[src/rtl/router_pkg.sv]
// Shared types and constants for the router output buffers.
// Entries carry a header tag alongside each stored byte.
package router_pkg;

  localparam int DATA_W      = 8;
  localparam int DEPTH_DEF   = 16;
  localparam int TIMEOUT_DEF = 30;

  localparam int LEN_MSB  = 7;
  localparam int LEN_LSB  = 2;
  localparam int ADDR_MSB = 1;

  typedef struct packed {
    logic              hdr;
    logic [DATA_W-1:0] data;
  } fifo_entry_t;

  // Packet length counter load: payload bytes plus the parity byte.
  function automatic logic [6:0] pkt_load(
    input logic [DATA_W-1:0] h
  );
    return {1'b0, h[LEN_MSB:LEN_LSB]} + 7'd1;
  endfunction

  function automatic logic [ADDR_MSB:0] pkt_addr(
    input logic [DATA_W-1:0] h
  );
    return h[ADDR_MSB:0];
  endfunction

endpackage

[src/rtl/router_out_fifo_if.sv]
// Write/read handshake bundle between the router core,
// one output buffer and its downstream consumer.
interface router_out_fifo_if;

  logic                          write_enb;
  logic                          lfd_state;
  logic [router_pkg::DATA_W-1:0] data_in;
  logic                          read_enb;
  logic [router_pkg::DATA_W-1:0] data_out;
  logic                          v_out;
  logic                          full;
  logic                          empty;
  logic                          rd_last;
  logic                          soft_rst;

  modport master (
    output write_enb,
    output lfd_state,
    output data_in,
    output read_enb,
    input  data_out,
    input  v_out,
    input  full,
    input  empty,
    input  rd_last,
    input  soft_rst
  );

  modport slave (
    input  write_enb,
    input  lfd_state,
    input  data_in,
    input  read_enb,
    output data_out,
    output v_out,
    output full,
    output empty,
    output rd_last,
    output soft_rst
  );

endinterface

[src/rtl/router_fifo_timer.sv]
// Unread-data watchdog: requests a flush after TIMEOUT idle
// cycles with data pending and emits a registered pulse.
module router_fifo_timer
  import router_pkg::*;
#(
  parameter int TIMEOUT = TIMEOUT_DEF
) (
  input  logic clock,
  input  logic rst,
  input  logic v_i,
  input  logic rd_i,
  output logic flush_o,
  output logic soft_rst_o
);

  localparam int CLG = $clog2(TIMEOUT);
  localparam int TW  = (CLG > 5) ? CLG : 5;
  localparam logic [TW-1:0] LAST = TW'(TIMEOUT - 1);

  logic [TW-1:0] tmr_q;
  logic [TW-1:0] tmr_d;
  logic          soft_q;
  logic          idle;

  assign idle       = v_i && !rd_i;
  assign flush_o    = idle && (tmr_q == LAST);
  assign soft_rst_o = soft_q;

  always_comb begin
    tmr_d = '0;
    if (idle && !flush_o) begin
      tmr_d = tmr_q + TW'(1);
    end
  end

  always_ff @(posedge clock) begin
    if (rst) begin
      tmr_q  <= '0;
      soft_q <= 1'b0;
    end else begin
      tmr_q  <= tmr_d;
      soft_q <= flush_o;
    end
  end

endmodule

[src/rtl/router_out_fifo.sv]
// Per-destination output FIFO of the 1x3 router with header
// tagging, read-side packet tracking and timeout flush.
module router_out_fifo
  import router_pkg::*;
#(
  parameter int DEPTH   = DEPTH_DEF,
  parameter int TIMEOUT = TIMEOUT_DEF
) (
  input  logic               clock,
  input  logic               rst,
  router_out_fifo_if.slave   bus
);

  localparam int AW = $clog2(DEPTH);
  localparam int CW = AW + 1;
  localparam logic [CW-1:0] FULL_CNT = CW'(DEPTH);

  fifo_entry_t       mem_q [DEPTH];
  logic [AW-1:0]     wr_ptr_q;
  logic [AW-1:0]     wr_ptr_d;
  logic [AW-1:0]     rd_ptr_q;
  logic [AW-1:0]     rd_ptr_d;
  logic [CW-1:0]     cnt_q;
  logic [CW-1:0]     cnt_d;
  logic [6:0]        pkt_q;
  logic [6:0]        pkt_d;
  logic [DATA_W-1:0] data_q;
  logic [DATA_W-1:0] data_d;
  logic              last_q;
  logic              last_d;
  logic              full;
  logic              empty;
  logic              wr_ok;
  logic              rd_ok;
  logic              flush;
  fifo_entry_t       rd_ent;

  assign full   = (cnt_q == FULL_CNT);
  assign empty  = (cnt_q == '0);
  assign wr_ok  = bus.write_enb && !full && !flush;
  assign rd_ok  = bus.read_enb && !empty;
  assign rd_ent = mem_q[rd_ptr_q];

  assign bus.data_out = data_q;
  assign bus.v_out    = !empty;
  assign bus.full     = full;
  assign bus.empty    = empty;
  assign bus.rd_last  = last_q;

  router_fifo_timer #(
    .TIMEOUT (TIMEOUT)
  ) u_timer (
    .clock      (clock),
    .rst        (rst),
    .v_i        (!empty),
    .rd_i       (bus.read_enb),
    .flush_o    (flush),
    .soft_rst_o (bus.soft_rst)
  );

  always_comb begin
    wr_ptr_d = wr_ptr_q;
    rd_ptr_d = rd_ptr_q;
    cnt_d    = cnt_q;
    pkt_d    = pkt_q;
    data_d   = data_q;
    last_d   = 1'b0;
    if (flush) begin
      wr_ptr_d = '0;
      rd_ptr_d = '0;
      cnt_d    = '0;
      pkt_d    = '0;
      data_d   = '0;
    end else begin
      if (wr_ok) begin
        wr_ptr_d = wr_ptr_q + AW'(1);
      end
      if (rd_ok) begin
        rd_ptr_d = rd_ptr_q + AW'(1);
        data_d   = rd_ent.data;
        if (rd_ent.hdr) begin
          pkt_d = pkt_load(rd_ent.data);
        end else if (pkt_q != '0) begin
          pkt_d  = pkt_q - 7'd1;
          last_d = (pkt_q == 7'd1);
        end
      end
      case ({wr_ok, rd_ok})
        2'b10:   cnt_d = cnt_q + CW'(1);
        2'b01:   cnt_d = cnt_q - CW'(1);
        default: cnt_d = cnt_q;
      endcase
    end
  end

  always_ff @(posedge clock) begin
    if (rst) begin
      wr_ptr_q <= '0;
      rd_ptr_q <= '0;
      cnt_q    <= '0;
      pkt_q    <= '0;
      data_q   <= '0;
      last_q   <= 1'b0;
    end else begin
      wr_ptr_q <= wr_ptr_d;
      rd_ptr_q <= rd_ptr_d;
      cnt_q    <= cnt_d;
      pkt_q    <= pkt_d;
      data_q   <= data_d;
      last_q   <= last_d;
    end
  end

  // Storage needs no reset: pointers and occupancy gate every read.
  always_ff @(posedge clock) begin
    if (!rst && wr_ok) begin
      mem_q[wr_ptr_q] <= '{hdr: bus.lfd_state, data: bus.data_in};
    end
  end

endmodule

[src/flat_wrapper.sv]
// flat-port wrapper written by rule: the top's interface ports become plain ports
module router_out_fifo_flat import router_pkg::*;
#(
  parameter int DEPTH   = DEPTH_DEF,
  parameter int TIMEOUT = TIMEOUT_DEF
)
  (clock, rst, bus_write_enb, bus_lfd_state, bus_data_in, bus_read_enb, bus_data_out, bus_v_out, bus_full, bus_empty, bus_rd_last, bus_soft_rst);
  router_out_fifo_if bus_i ();
  input  logic clock;
  input  logic rst;
  input wire logic [$bits(bus_i.write_enb)-1:0] bus_write_enb;
  input wire logic [$bits(bus_i.lfd_state)-1:0] bus_lfd_state;
  input wire logic [$bits(bus_i.data_in)-1:0] bus_data_in;
  input wire logic [$bits(bus_i.read_enb)-1:0] bus_read_enb;
  output wire logic [$bits(bus_i.data_out)-1:0] bus_data_out;
  output wire logic [$bits(bus_i.v_out)-1:0] bus_v_out;
  output wire logic [$bits(bus_i.full)-1:0] bus_full;
  output wire logic [$bits(bus_i.empty)-1:0] bus_empty;
  output wire logic [$bits(bus_i.rd_last)-1:0] bus_rd_last;
  output wire logic [$bits(bus_i.soft_rst)-1:0] bus_soft_rst;
  assign bus_i.write_enb = bus_write_enb;
  assign bus_i.lfd_state = bus_lfd_state;
  assign bus_i.data_in = bus_data_in;
  assign bus_i.read_enb = bus_read_enb;
  assign bus_data_out = bus_i.data_out;
  assign bus_v_out = bus_i.v_out;
  assign bus_full = bus_i.full;
  assign bus_empty = bus_i.empty;
  assign bus_rd_last = bus_i.rd_last;
  assign bus_soft_rst = bus_i.soft_rst;
  router_out_fifo #(.DEPTH(DEPTH), .TIMEOUT(TIMEOUT)) u_core (.clock(clock), .rst(rst), .bus(bus_i));
endmodule
[config.mk]
export PLATFORM = sky130hd
export DESIGN_NAME = router_out_fifo_flat
export DESIGN_NICKNAME = d
export VERILOG_FILES = /design/src/rtl/router_pkg.sv /design/src/rtl/router_out_fifo_if.sv /design/src/rtl/router_fifo_timer.sv /design/src/rtl/router_out_fifo.sv /design/src/flat_wrapper.sv
export SDC_FILE = /design/constraint.sdc
export NUM_CORES = 1
export LEC_CHECK = 0
export CELL_PAD_IN_SITES_DETAIL_PLACEMENT = 2
export CELL_PAD_IN_SITES_GLOBAL_PLACEMENT = 2
export CORE_UTILIZATION = 45
export CTS_CLUSTER_DIAMETER = 120
export DETAILED_ROUTE_END_ITERATION = 10
export PLACE_DENSITY = 0.83
export SLEW_MARGIN = 20
export SYNTH_ARGS = -nofsm -noshare
export SYNTH_HDL_FRONTEND = slang
export SYNTH_SLANG_ARGS = --single-unit
[constraint.sdc]
create_clock -name clock -period 3.62 [get_ports clock]
set_clock_uncertainty 0.15 [all_clocks]
set_input_delay 0.724 -clock clock [delete_from_list [all_inputs] [get_ports clock]]
set_output_delay 0.724 -clock clock [all_outputs]
set_load 0.01 [all_outputs]
# --- Word level (Yosys, flattened, before mapping) ---
# Memory sizes are Yosys's and may differ from the RTL's. A register that Yosys moved wholly into a read port is not among the register bits.
# Cells that the tools add are included.
totals:
  ff_bits: 35
  ramBits: 144
  inputBits: 13
  out_inout_bits: 13
  elab_cells: 51
  n_memories: 1
mem_list:
  columns: ["name", "depth", "word_bits", "read_ports", "rd_clocked_by_memory_dff", "write_ports", "line_no", "source"]
  rows:
  - ["u_core.mem_q", 16, 9, 1, 1, 1, "router_out_fifo.sv:18", "fifo_entry_t mem_q [DEPTH];"]
op_classes:
  addsub: 7
  n_eq_ne: 5
  muxes: 7
  bitwise: 3
  n_reduce_logical: 20
ops:
  columns: ["op", "n"]
  rows:
  - ["$mux W7", 2]
  - ["$add A5 B1 Y5 const B", 2]
  - ["$eq A5 B5 Y1 const B", 2]
  - ["$pmux W5 S2", 1]
  - ["$add A4 B1 Y4 const B", 2]
  - ["$mux W4", 2]
  - ["$add A6 B1 Y7 const B", 1]
  - ["$eq A7 B1 Y1 const B", 1]
  - ["$logic_and A1 B1 Y1", 7]
  - ["$reduce_bool A7 Y1", 1]
  - ["$sub A7 B1 Y7 const B", 1]
  - ["$logic_not A1 Y1", 5]
  - ["$logic_not A5 Y1", 1]
  - ["$reduce_or A5 Y1", 1]
  - ["$sub A5 B1 Y5 const B", 1]
  - ["$reduce_bool A2 Y1", 2]
  - ["$reduce_or A2 Y1", 2]
  - ["$not A1 Y1", 3]
  - ["$eq A2 B1 Y1 const B", 1]
  - ["$eq A2 B2 Y1 const B", 1]
  - ["$mux W1", 2]
  - ["$reduce_and A2 Y1", 1]

# --- Logic depth before layout (Yosys ltp) ---
depth:
  word_depth: 9
  depth_mapped: 14
  mapped_depth_nobuf: 14

# --- By module ---
# A second synthesis with hierarchy kept.
hier_totals:
  hier_cells: 477
  area_unflattened_um2: 7536.0
by_module_without_submodules:
  columns: ["module", "n_inst", "cells_each", "area_per_inst_um2", "seq_area_each_um2"]
  rows:
  - ["router_out_fifo", 1, 453, 7282.0, 4984.8]
  - ["router_fifo_timer", 1, 24, 254.0, 120.1]

# --- Worst setup path after synthesis ---
# Ideal clock, no wire load.
synth_timing:
  path_kind: "flip-flop to flip-flop"
  startpoint: "reg u_core.cnt_q[0]"
  endpoint: "reg u_core.cnt_q[4]"
  setup_ns: 0.128
  arrival_ns: 2.876
  required_ns: 3.342
  path_slack_ns: 0.466
  path_stages_with_launch: 13
  n_path_buf: 1
  synth_period_minus_slack_ns: 3.154
  path_cell_list: "dfxtp_1 -> or4_1 -> o21ai_0 -> inv_1 -> clkbuf_1 -> ha_1 -> ha_1 -> nor2b_1 -> o21ai_0 -> a21oi_1 -> nor3_1 -> xnor2_1 -> nor2_1"
synth_between:
  elab_cells_between_ends: 17
  cone_classes: "2 x add/sub; 3 x eq/ne; 1 x mux; 11 x reduce/logical"
synth_lines:
  columns: ["element", "line_no", "source"]
  rows:
  - ["start: declaration", "router_out_fifo.sv:23", "logic [CW-1:0] cnt_q;"]
  - ["start signal: assignment", "router_out_fifo.sv:107", "cnt_q <= cnt_d;"]
  - ["$logic_not A5 Y1 *", "router_out_fifo.sv:39", "assign empty = (cnt_q == '0);"]
  - ["$logic_not A1 Y1 *", "router_out_fifo.sv:41", "assign rd_ok = bus.read_enb && !empty;"]
  - ["$logic_and A1 B1 Y1 *", "router_out_fifo.sv:41", null]
  - ["via u_core.rd_ok", "router_out_fifo.sv:34", "logic rd_ok;"]
  - ["$eq A2 B1 Y1 / $eq A2 B2 Y1 (equally long branches)", "router_out_fifo.sv:88", "case ({wr_ok, rd_ok})"]
  - ["$pmux W5 S2 / $reduce_bool A2 Y1 (equally long branches)", null, null]
# The timed path passes the listed nets; every way through them passes the cells marked *.
# A chain may end at the register's enable or synchronous reset.

# --- Worst setup path in the final report ---
layout_timing:
  startpoint: "reg u_core.cnt_q[0]"
  endpoint: "reg u_core.cnt_q[4]"
layout_between:
  elab_chain_len: 8
  elab_cells_between_ends: 17
  cone_classes: "2 x add/sub; 3 x eq/ne; 1 x mux; 11 x reduce/logical"
layout_rtl:
  columns: ["element", "line_no", "source"]
  rows:
  - ["$logic_not A5 Y1", "router_out_fifo.sv:39", null]
  - ["$logic_not A1 Y1", "router_out_fifo.sv:41, router_out_fifo.sv:55", null]
  - ["$logic_and A1 B1 Y1", "router_fifo_timer.sv:25", "assign idle = v_i && !rd_i;"]
  - ["$logic_and A1 B1 Y1", "router_fifo_timer.sv:26", "assign flush_o = idle && (tmr_q == LAST);"]
  - ["$logic_not A1 Y1", "router_out_fifo.sv:40", "assign wr_ok = bus.write_enb && !full && !flush;"]
  - ["$logic_and A1 B1 Y1", "router_out_fifo.sv:40", null]
  - ["$eq A2 B1 Y1 / $eq A2 B2 Y1 (equally long branches)", "router_out_fifo.sv:88", null]
  - ["$pmux W5 S2 / $reduce_bool A2 Y1 (equally long branches)", null, null]
# Parallel ways exist; a longest one is shown, timed or not.

==> metrics <==
M2 GR Usage=0.473; Fin. Hold Viols=0; cell with the largest stage delay on the worst path=or4_1; Mapped Cells=468; top cell type by total area after synthesis=edfxtp_1; CP Capture Type=register; VDD IR max=0.404 mV; first-pass GRT wire length=30400 µm; Logic pwr share=0.262; critical-path maximum fanout=5; top cell type's share of synthesized area=0.582; Total Routing Usage GR=0.263; critical path type=reg -> reg; PostCTS Resize Cnt=0; Int Power=4020 µW; most common cell in the synthesized netlist=edfxtp_1; Crit path max-delay family=simple AND/OR/NAND/NOR gates; total CTS buffers=17; Crit path buffers/inverters=2; syn nets=496; clk root buf=clkbuf_16; area delta synth->final=17.3%; Post-DRT Antenna Nets=0; setup tns final=0 ps; most frequent cells after synthesis=144 x edfxtp_1, 41 x nor2_1, 39 x dfxtp_1, 39 x mux4_2, 36 x nand2_1; Unique masters post-synth=43; WP data arrival=3380 ps; Final setup viols=0; largest net degree at the start of global routing=36; asr flop ratio synth=0; DP Wirelength=13400 µm; Slew HR=0.541; cell area power density=688 nW/µm²; CTS Hold Bufs=0; top cells by area, synth=edfxtp_1 58%, mux4_2 12%, dfxtp_1 11%, ha_1 2.4%, nor2_1 2.1%; vias in the first global route=4795; Period minus WS final=3200 ps; Slew Limit Fails=0; clock sink count=183; Yosys Warn Count=0; DR iter-0 viols=344; met1 global-route usage=0.317; leakage power=0.00288 µW; outcome=complete, no violations; GRT Max-Usage Layer=met2; I/O pin cnt=26; CP peak stage delay=570 ps; Post-synth EDFFs=144; Main synth FF type=edfxtp_1; chip height=130 µm; Initial Utilization=0.464; # DRC=0; RePlAce Congestion=0.757; Worst setup SP type=register; Ant. Diodes=0; num rows=46; sequential power share=0.421; Port Buffer Count=25; footprint of the multi-input gates=2190 µm²; ratio of cells with drive above 1 in the final layout=0.195; clk slew on worst S/H paths=70 ps; sw power=1980 µW; core area=16000 µm²; setup repair after global routing missed its margin=false; met3 Usage GRT=0.0476; post-layout net count=548; final worst-path cycle share=0.885; total number of vias=4353; synthesized cell area=7430 µm²; register area=5110 µm²; CTS tree=done; Pre-antenna DRT Iters=5; Max-cap violations=0; HP Class=reg -> reg; worst endpoint required time=3800 ps; FF+latch count, synth=183; Switching Fraction=0.330; worst path cell trace=or4_1, o21ai_0, inv_1, ha_1, buf_4, ha_1, nor2b_1, o21ai_0, a21oi_1, nor3_1, xnor2_1, nor2_1; Clock Power Share=0.318; measured slew at the worst slew-check pin=687 ps; sequential-to-total area share from yosys stat=0.687; Pwr Total=6000 µW; layout filler cell count=1448; Routed wire per std cell=27.4 µm; htree depth=4; Via density=5.81; # Post-CTS Setup Buffers=0; GR Overflow Total=0; Fmax=312 MHz; DIE WIDTH=130 µm; Die ar.=17000 µm²; initial antenna violation count=0; Routed WL=20500 µm; worst skew pair latency=450 ps; clk buf depth=2; syn avg cell area=15.9 µm²
==> logic make-up after synthesis <==
family                     Yosys count  synth area share
DFF                                183             0.687
and+or+nand+nor                    128            0.0813
AOI/OAI and AO/OA                   49            0.0419
muxes                               45             0.127
buffers and inverters               34            0.0202
adders and majority gates           15            0.0263
xor gates and xnor gates            14            0.0165
==> sequential cells by signal, indices dropped and copies added, names as in the netlist, named ones only <==
register / count
u_core.cnt_q: 5
u_core.wr_ptr_q: 4
u_core.bus.rd_last: 1
u_core.pkt_q: 7
u_core.bus.data_out: 8
u_core.u_timer.tmr_q: 5
u_core.mem_q: 144
u_core.u_timer.soft_rst_o: 1
u_core.rd_ptr_q: 4
==> power groups by stage <==
stage,clock network (µW),registers [µW],logic [µW]
3_3_place_gp,0,2550,1420
4_1_cts,1940,2520,1590
2_1_floorplan,0,2520,971
5_1_grt,2000,2540,1700
3_5_place_dp,0,2560,1530
6_report,1900,2520,1570
==> cell type report <==
type | instances | share of cell area
well taps | 216 | 0.0310
clock buffers | 17 | 0.0488
repair buffers | 53 | 0.0543
flip-flops and latches | 183 | 0.586
inverters | 14 | 0.00603
multi-input cells | 251 | 0.251
clock inverters | 15 | 0.0228
==> placed cells by master, fill, tap and decap left out, drive strengths merged, types with 4 or more instances in the layout <==
master,n
a21oi,19
a22oi,13
and2,4
buf,28
clkbuf,17
clkdlybuf4s50,25
clkinv,7
dfxtp,39
edfxtp,144
ha,14
inv,20
mux2i,4
mux4,39
nand2,36
nand3,7
nand4,5
nor2,41
nor2b,5
nor3,9
nor4,5
o21ai,5
xnor2,4
xor2,10
==> metal layers <==
layer  part of all wire  routed length, µm  vias to the layer above
met5                  0                  0                        -
met4              0.019                395                        0
met3              0.033                670                       26
met2               0.54              11100                       98
met1               0.41               8350                     2319
li1                   -                  -                     1910
==> worst reg2reg max path, cell delays in order, from the launching register on <==
cell     delay, ps
dfxtp_1        360
or4_1          570
o21ai_0        290
inv_1          120
ha_1           240
buf_4          150
ha_1           320
nor2b_1        160
o21ai_0        200
a21oi_1        110
nor3_1         230
xnor2_1        150
nor2_1          50
==> per-stage QoR <==
step	area (µm²)	util	setup slack [ps]	hold slack, ps	std cells
global route	8710	0.545	187	330	749
finish	8710	0.545	416	313	749
floorplan	7430	-	466	283	468
global placement	8090	0.506	240	292	717
detailed placement	8090	0.506	55.5	310	717
CTS	8710	0.545	394	320	749
==> worst paths after layout <==
path / start / to / slack (ps) / depth (start not counted)
min reg2reg: u_core.bus.data_out[5]$_SDFFE_PP0P_ / u_core.bus.data_out[5]$_SDFFE_PP0P_ / 310 / 2
max: u_core.cnt_q[0]$_SDFFE_PP0P_ / u_core.cnt_q[4]$_SDFFE_PP0P_ / 420 / 12
min: u_core.bus.data_out[5]$_SDFFE_PP0P_ / u_core.bus.data_out[5]$_SDFFE_PP0P_ / 310 / 2
max reg2reg: u_core.cnt_q[0]$_SDFFE_PP0P_ / u_core.cnt_q[4]$_SDFFE_PP0P_ / 420 / 12
No activity file was read; power rests on OpenSTA's default activity.
